--- src/rtl/alu_input_loader.sv ---
// Operand loader for the combinational ALU: synchronises switches and buttons, debounces
// each button, and captures the switch value into A, B or opcode on an accepted press.
module alu_input_loader #(
    parameter int NB_SW           = 8,
    parameter int NB_DATA         = 8,
    parameter int NB_OP           = 6,
    parameter int DEBOUNCE_CYCLES = 4,
    parameter int NB_CNT          = 20
) (
    input  logic               i_clk,
    input  logic               i_reset,
    input  logic [NB_SW-1:0]   i_sw,
    input  logic [2:0]         i_btn,
    output logic [NB_DATA-1:0] o_data_a,
    output logic [NB_DATA-1:0] o_data_b,
    output logic [NB_OP-1:0]   o_code,
    output logic [2:0]         o_loaded,
    output logic               o_valid
);

    localparam logic [NB_CNT-1:0] CNT_LAST = NB_CNT'(DEBOUNCE_CYCLES - 1);

    logic [NB_SW-1:0]  sw_meta;
    logic [NB_SW-1:0]  sw_s;
    logic [2:0]        btn_meta;
    logic [2:0]        btn_s;
    logic [2:0]        lvl;
    logic [2:0]        lvl_d;
    logic [2:0]        ld;
    logic [NB_CNT-1:0] cnt [3];

    always_ff @(posedge i_clk) begin
        if (i_reset) begin
            sw_meta  <= '0;
            sw_s     <= '0;
            btn_meta <= '0;
            btn_s    <= '0;
        end else begin
            sw_meta  <= i_sw;
            sw_s     <= sw_meta;
            btn_meta <= i_btn;
            btn_s    <= btn_meta;
        end
    end

    // The level only flips after DEBOUNCE_CYCLES consecutive disagreeing samples.
    always_ff @(posedge i_clk) begin
        if (i_reset) begin
            lvl   <= '0;
            lvl_d <= '0;
            for (int unsigned i = 0; i < 3; i++) begin
                cnt[i] <= '0;
            end
        end else begin
            lvl_d <= lvl;
            for (int unsigned i = 0; i < 3; i++) begin
                if (btn_s[i] == lvl[i]) begin
                    cnt[i] <= '0;
                end else if (cnt[i] == CNT_LAST) begin
                    lvl[i] <= btn_s[i];
                    cnt[i] <= '0;
                end else begin
                    cnt[i] <= cnt[i] + NB_CNT'(1);
                end
            end
        end
    end

    always_comb begin
        ld = lvl & ~lvl_d;
    end

    always_ff @(posedge i_clk) begin
        if (i_reset) begin
            o_data_a <= '0;
            o_data_b <= '0;
            o_code   <= '0;
            o_loaded <= '0;
            o_valid  <= 1'b0;
        end else begin
            if (ld[0]) begin
                o_data_a <= sw_s[NB_DATA-1:0];
            end
            if (ld[1]) begin
                o_data_b <= sw_s[NB_DATA-1:0];
            end
            if (ld[2]) begin
                o_code <= sw_s[NB_OP-1:0];
            end
            o_loaded <= o_loaded | ld;
            o_valid  <= (|ld) & (&(o_loaded | ld));
        end
    end

endmodule

--- config.mk ---
export PLATFORM = sky130hd
export DESIGN_NAME = alu_input_loader
export DESIGN_NICKNAME = d
export VERILOG_FILES = /design/src/rtl/alu_input_loader.sv
export SDC_FILE = /design/constraint.sdc
export NUM_CORES = 1
export LEC_CHECK = 0
export BUFFER_PORTS_ARGS = -buffer_cell sky130_fd_sc_hd__buf_4
export CAP_MARGIN = 15
export CORE_MARGIN = 2
export CORE_UTILIZATION = 44
export CTS_BUF_LIST = sky130_fd_sc_hd__clkbuf_4
export CTS_CLUSTER_SIZE = 8
export DETAILED_ROUTE_END_ITERATION = 8
export MAX_ROUTING_LAYER = met4
export PLACE_DENSITY = 0.73
export SKIP_LAST_GASP = 1
export SYNTH_ARGS = -nofsm -noshare
export SYNTH_HDL_FRONTEND = slang
export SYNTH_SLANG_ARGS = --single-unit
--- constraint.sdc ---
create_clock -name i_clk -period 3 [get_ports i_clk]
set_clock_uncertainty 0.15 [all_clocks]
set_input_delay 0.45 -clock i_clk [delete_from_list [all_inputs] [get_ports i_clk]]
set_output_delay 0.45 -clock i_clk [all_outputs]
set_load 0.01 [all_outputs]
==> metrics.txt, run 1 <==
Power Total=3.04 mW; gate count after technology mapping=498; share of synthesized area occupied by flip-flops and latches=57.0%; Int Pwr=2.27 mW; share of power burned in registers=57.2%; Row Count=39; Setup TNS=0 ns; path category of the worst min-delay check=input port to flip-flop; count of endpoints failing setup in the final report=0; detailed-route DRC error count=0; maxcap violations=0; Die Height=between 100 and 150 um; Num Clock Sinks=about 110; DR WL/cell=~12 um; CP arrival=around 2.5 ns; number of buffers added on ports=38; initial antenna violation count=0; initial detailed-routing violation count=approximately 240; maximum number of pins on one net before global-route repair=between 50 and 60; number of warning messages in the yosys log=0; final worst hold slack=about 0.27 ns; max-slew violation total from the final report=0; slew at the pin closest to its max-slew limit=slightly below 0.9 ns; Req. time, crit path=approximately 3.1 ns; crit end category=flip-flop; status=finished, final reports clean; portion of total power attributed to combinational logic=about 4%; switching fraction of total power=about a quarter; FF+latch count, synth=between 100 and 150; FF-to-FF Start=cnt[0][0]$_SDFFCE_PN0P_; start-to-end type of the worst setup path=flip-flop to flip-flop; power per standard cell area=approximately 500 nW/um^2; Die Width=roughly 110 um; maximum clock insertion buffer count=2; setup repair after global routing missed its margin=false; total number of H-tree levels=4; relative max-transition margin=a little over two fifths; async set-or-reset flop fraction in the synthesized netlist=0%; CTS tree=yes; Pleak=around 2.2 nW; fraction of final layout cells with drive strength greater than 1=14.0%; DP Area=5700 sq um; starting density of the core=44.7%; Worst VDD drop=between 0.4 and 0.5 mV; final count of hold timing violations=0; Cell variety after synth=40; global-route wire length before repair=~16000 um; number of global-route vias before repair=3636; average vias per placed instance=about 4.9; maximum fanout encountered on the critical timing path=10; total via count in the routed design=around 3700; Routed Antenna Nets=0; min cycle time layout=2.34 ns; clk_lat worst skew=between 0.5 and 0.6 ns; clock root buffer=sky130_fd_sc_hd__clkbuf_4; worst setup path startpoint=cnt[0][0]$_SDFFCE_PN0P_; iteration count of the initial detailed-routing pass=4; utilization after layout=between 50% and 60%; routed wire length=between 9000 and 10000 um; number of primary I/O pins=39; overall overflow remaining after global route=0; Hold Crit Start=i_reset; top flip-flop cell by instance count after synthesis=sky130_fd_sc_hd__edfxtp_1; clock buffers created by TritonCTS=17; core outline area=between 10000 and 15000 sq um; clock share of power=between 30 and 40%; number of diodes added for antenna fixing=0; Post-CTS Setup Inserts=0; post-route fraction of the period consumed by the critical path=77.9%; net switching power=a little under 0.8 mW; Post-Synthesis Cell Area=between 5000 and 6000 sq um; area overhead of the layout relative to synthesis=20.8%; Total Die Area=12400 sq um; weighted congestion at the end of routability-driven global placement=0.877; clock input transition at the sequential cells of the worst setup and hold paths=0.12 ns; number of synthesized flops with an enable pin=60; Tot GR Track Use=between 10% and 20%; final std cell area, no fill=roughly 6100 sq um; half-perimeter wire length after placement=6390 um; fmax=about 0.43 GHz; number of nets in the layout=625; crit start category=flip-flop; Avg Cell Area, Syn=around 10 sq um
==> Yosys cell counts, types with 13 or more instances <==
master,number,area share (%)
sky130_fd_sc_hd__nor4_1,24,3.0
sky130_fd_sc_hd__clkbuf_1,16,1.2
sky130_fd_sc_hd__edfxtp_1,60,36
sky130_fd_sc_hd__nor3_1,13,1.3
sky130_fd_sc_hd__dfxtp_1,54,21
sky130_fd_sc_hd__a21oi_1,22,2.2
sky130_fd_sc_hd__inv_1,13,0.96
sky130_fd_sc_hd__nor2_1,78,5.8
sky130_fd_sc_hd__nand3_1,21,2.1
sky130_fd_sc_hd__nand2_1,47,3.5
sky130_fd_sc_hd__nand4_1,16,2.0
sky130_fd_sc_hd__xnor2_1,38,6.6
sky130_fd_sc_hd__nor2b_1,31,3.8
==> final timing paths <==
kind	end	slack (ns)	depth (start not counted)
max	cnt[0][3]$_SDFFCE_PN0P_	0.66	6
min	o_code[5]$_SDFFE_PP0P_	0.27	2
max reg2reg	cnt[0][3]$_SDFFCE_PN0P_	0.66	6
min reg2reg	sw_s[2]$_SDFF_PP0_	0.29	1
==> state kept, by name, summed over array words and instances, names as in the netlist <==
| name | flops |
|---|---|
| o_valid | 1 |
| o_data_b | 8 |
| sw_s | 8 |
| o_data_a | 8 |
| btn_meta | 3 |
| o_code | 6 |
| o_loaded | 3 |
| sw_meta | 8 |
| lvl | 3 |
| btn_s | 3 |
| cnt | 60 |
| lvl_d | 3 |
==> cells by family after synthesis <==
group	after synthesis	share of synthesized area, %
AO/OA/AOI/OAI	38	4.31
XOR/XNOR	47	8.14
adder cells (fa/ha/maj)	3	0.742
buffers and inverters	33	2.47
flip-flops	114	57.0
multiplexers	11	2.25
other	1	0.0741
AND/OR/NAND/NOR	251	25.0
==> final cells by class <==
type | instances | area, sq um
clock buffer | 17 | 128
clock inverter | 15 | 174
fill | 1016 | 5210
inverter | 13 | 48.8
multi-input combinational | 410 | 2270
sequential | 114 | 2880
tap | 143 | 179
timing repair buffer | 53 | 425
==> routing by layer <==
layer	up-vias	track usage [%]	part of all wire, %
met4	0	7.90	2.0
met1	1704	19.2	45
li1	1915	-	-
met5	-	-	0
met2	74	27.0	49
met3	22	4.43	3.7
==> power groups by stage <==
stage               Combinational (mW)  Sequential [mW]  Clock [mW]
floorplan                       0.0879             1.76           0
global placement                 0.105             1.77           0
detailed placement               0.107             1.78           0
CTS                              0.119             1.74        1.22
global route                     0.139             1.75        1.28
finish                           0.121             1.74        1.18
==> through the flow <==
stage	worst slack [ns]	instances
after floorplan	0.845	557
after global placement	0.744	722
after detailed placement	0.651	722
after CTS	0.646	765
after global routing	0.434	765
final	0.663	765
==> repair_timing <==
item                                   in CTS  in global routing
resized for setup                           0                  0
endpoints found under the hold margin      11                  0
hold buffers                               11                  0
setup endpoints to repair                   0                  0
==> cells in the final DEF, fill, tap and decap left out, drive strengths merged, types with 2 or more instances in the layout <==
cell	count
nor2	78
edfxtp	60
conb	60
dfxtp	54
nand2	47
buf	42
xnor2	38
nor2b	31
nor4	25
a21oi	22
nand3	21
inv	21
nand4	18
clkbuf	17
nor3	13
dlygate4sd3	11
xor2	9
mux2i	8
o21ai	8
clkinv	5
or3	4
and3	4
nor4b	3
mux2	3
ha	3
or4	3
o31ai	2
a31o	2
nand2b	2
bufinv	2
and4	2
==> critical path, stage by stage (launching register included) <==
cell and delay, ns:
sky130_fd_sc_hd__edfxtp_1 0.45, sky130_fd_sc_hd__ha_1 0.28, sky130_fd_sc_hd__nor4b_1 0.25, sky130_fd_sc_hd__nand2_1 0.11, sky130_fd_sc_hd__o21ai_1 0.51, sky130_fd_sc_hd__buf_4 0.28, sky130_fd_sc_hd__nor2_1 0.06
(Power assumes the default switching activity.)
==> run 2, diff against run 1 <==
--- a/config.mk
+++ b/config.mk
@@ -13,7 +13,7 @@
 export CTS_CLUSTER_SIZE = 8
 export DETAILED_ROUTE_END_ITERATION = 8
 export MAX_ROUTING_LAYER = met4
-export PLACE_DENSITY = 0.73
+export PLACE_DENSITY = 0.76
 export SKIP_LAST_GASP = 1
 export SYNTH_ARGS = -nofsm -noshare
 export SYNTH_HDL_FRONTEND = slang
==> constraint.sdc (replaced) <==
create_clock -name i_clk -period 2.13 [get_ports i_clk]
set_clock_uncertainty 0.15 [all_clocks]
set_input_delay 0.3195 -clock i_clk [delete_from_list [all_inputs] [get_ports i_clk]]
set_output_delay 0.3195 -clock i_clk [all_outputs]
set_load 0.01 [all_outputs]
==> run 2 against run 1 <==
  * Hold slack got worse by 0.21 ns
  * Sequential cell count did not move
  * Utilization rose by 1.9 points
  * Highest routed layer unchanged
  * Total power rose by 40%
  * Fmax rose by 14%
  * Combinational power rose by 65%
==> metrics.txt, run 2 (synthesis gave the netlist of run 1 again) <==
status=finished, final reports clean; initial detailed-routing violation count=196 (-17%); Hold Crit Start=i_reset; count of non-filler cells in the finished layout=791 (+3.4%); area overhead of the layout relative to synthesis=24.9%; half-perimeter wire length after placement=6780 um (+6.1%); Total Die Area=12400 sq um (unchanged); power per standard cell area=676 nW/um^2 (+36%); total via count in the routed design=3920 (+5.5%); iteration count of the initial detailed-routing pass=5 (+1); number of primary I/O pins=39 (unchanged); crit start category=flip-flop; Worst VDD drop=0.499 mV (+1.6%); CTS tree=yes; Tot GR Track Use=16.5% (-0.076 points); path category of the worst min-delay check=input port to flip-flop; Pleak=2.30 nW (+5.7%); start-to-end type of the worst setup path=flip-flop to flip-flop; cell count after placement=744 (+3.0%); number of buffers added on ports=38 (unchanged); register with the most flip-flops=cnt; pre-CTS setup slack=0.110 ns (-0.540 ns); Req. time, crit path=2.33 ns (-0.79 ns); routed wire length=9620 um (+2.9%); CP arrival=2.26 ns (-0.20 ns); FF-to-FF Start=cnt[1][0]$_SDFFCE_PN0P_; average vias per placed instance=4.96 (+2.0%); utilization after layout=55.8% (+1.9 points); number of global-route vias before repair=3802 (+4.6%); max-slew violation total from the final report=0 (unchanged); clock input transition at the sequential cells of the worst setup and hold paths=0.13 ns (about the same); relative max-transition margin=58.4% (+16 points); final count of hold timing violations=0 (unchanged); Die Width=111 um (unchanged); crit end category=flip-flop; clock root buffer=sky130_fd_sc_hd__clkbuf_4; number of nets in the layout=651 (+4.2%); clock buffers created by TritonCTS=17 (unchanged); min cycle time layout=2.06 ns (-0.278 ns); slew at the pin closest to its max-slew limit=0.623 ns (-0.243 ns); most common cell after layout, fill and taps aside=sky130_fd_sc_hd__nor2_1; clk_lat worst skew=0.50 ns (about the same); maximum clock insertion buffer count=2 (unchanged); core outline area=11300 sq um (unchanged); detailed-route DRC error count=0 (unchanged); Die Height=111 um (unchanged); Num Clock Sinks=114 (unchanged); worst setup path startpoint=cnt[1][0]$_SDFFCE_PN0P_; post-route fraction of the period consumed by the critical path=96.7% (+19 points); Routed Antenna Nets=0 (unchanged); final setup slack of the worst path=0.0708 ns (-0.592 ns); fmax=0.486 GHz (+14%); Reg2Reg Depth=5 (-1); count of endpoints failing setup in the final report=0 (unchanged); DR WL/cell=12.2 um (-0.46%); max reg flops=60 (unchanged); Sequential Area=2880 sq um (unchanged); fraction of final layout cells with drive strength greater than 1=18.1% (+4.1 points); global-route wire length before repair=16400 um (+1.2%); number of instances on the worst hold path=2 (unchanged); total number of H-tree levels=4 (unchanged); maximum number of pins on one net before global-route repair=36 (-39%); Row Count=39 (unchanged); initial antenna violation count=0 (unchanged); overall overflow remaining after global route=0 (unchanged); leading cell types in the layout, fill and taps excluded=78 x sky130_fd_sc_hd__nor2_1, 67 x sky130_fd_sc_hd__buf_4, 60 x sky130_fd_sc_hd__edfxtp_1, 60 x sky130_fd_sc_hd__conb_1, 54 x sky130_fd_sc_hd__dfxtp_1; area taken by multi-input logic gates=2290 sq um (+0.83%); maximum fanout encountered on the critical timing path=4 (-6); weighted congestion at the end of routability-driven global placement=0.857 (-2.3%); number of diodes added for antenna fixing=0 (unchanged); starting density of the core=44.7% (unchanged); Filler cells=976 (-3.9%); maxcap violations=0 (unchanged)
==> run 2: power by group <==
part	internal (mW)	leakage, nW	total [mW]	switching, mW
registers	2.38	1.06	2.45	0.0702
logic	0.100	1.08	0.200	0.0998
clock network	0.635	0.159	1.62	0.987
==> run 2: path summary, 6_finish.rpt <==
path / slack [ns] / end
worst max register to register: 0.07 / cnt[1][18]$_SDFFCE_PN0P_
worst min register to register: 0.29 / btn_s[0]$_SDFF_PP0_
worst min-delay path: 0.06 / o_loaded[2]$_SDFF_PP0_
worst max-delay path: 0.07 / cnt[1][18]$_SDFFCE_PN0P_
==> run 2: timing repair <==
action                                  CTS  global route
endpoints found under the setup margin    0            21
resized for setup                         0             3
buffers inserted                          0             4
hold buffers                             11             0
endpoints found under the hold margin    11             0
==> run 2: area by class of cell <==
type	instances	area share, %
clock buffers	17	2.02
clock inverters	15	2.50
inverters	13	0.772
multi-input cells	410	36.2
flip-flops and latches	114	45.6
well taps	143	2.83
repair buffers	79	10.0
==> run 2: per-layer routing <==
metal  track usage (%)  wire (um)  vias to the layer above
met5                 -          0                        -
met4              5.68         87                        0
met3              4.26        411                       14
met2              27.5       4800                      112
met1              19.6       4310                     1822
li1                  -          -                     1972
==> run 2: through the flow <==
| stage | cell area (sq um) | TNS, ns | power, mW | hold slack, ns |
|---|---|---|---|---|
| 3_3_place_gp | 5880 | 0 | 2.66 | 0.266 |
| 6_report | 6320 | 0 | 4.27 | 0.0630 |
| 2_1_floorplan | 5280 | 0 | 2.60 | 0.264 |
| 3_5_place_dp | 5880 | 0 | 2.67 | 0.277 |
| 4_1_cts | 6270 | 0 | 4.31 | 0.00581 |
| 5_1_grt | 6320 | -0.0329 | 4.44 | 0.0109 |
==> run 2: critical path: stages (launching register included) <==
cell	delay [ns]
sky130_fd_sc_hd__edfxtp_1	0.42
sky130_fd_sc_hd__ha_2	0.22
sky130_fd_sc_hd__nand3_1	0.11
sky130_fd_sc_hd__or3_1	0.37
sky130_fd_sc_hd__or4_1	0.51
sky130_fd_sc_hd__a21oi_1	0.15
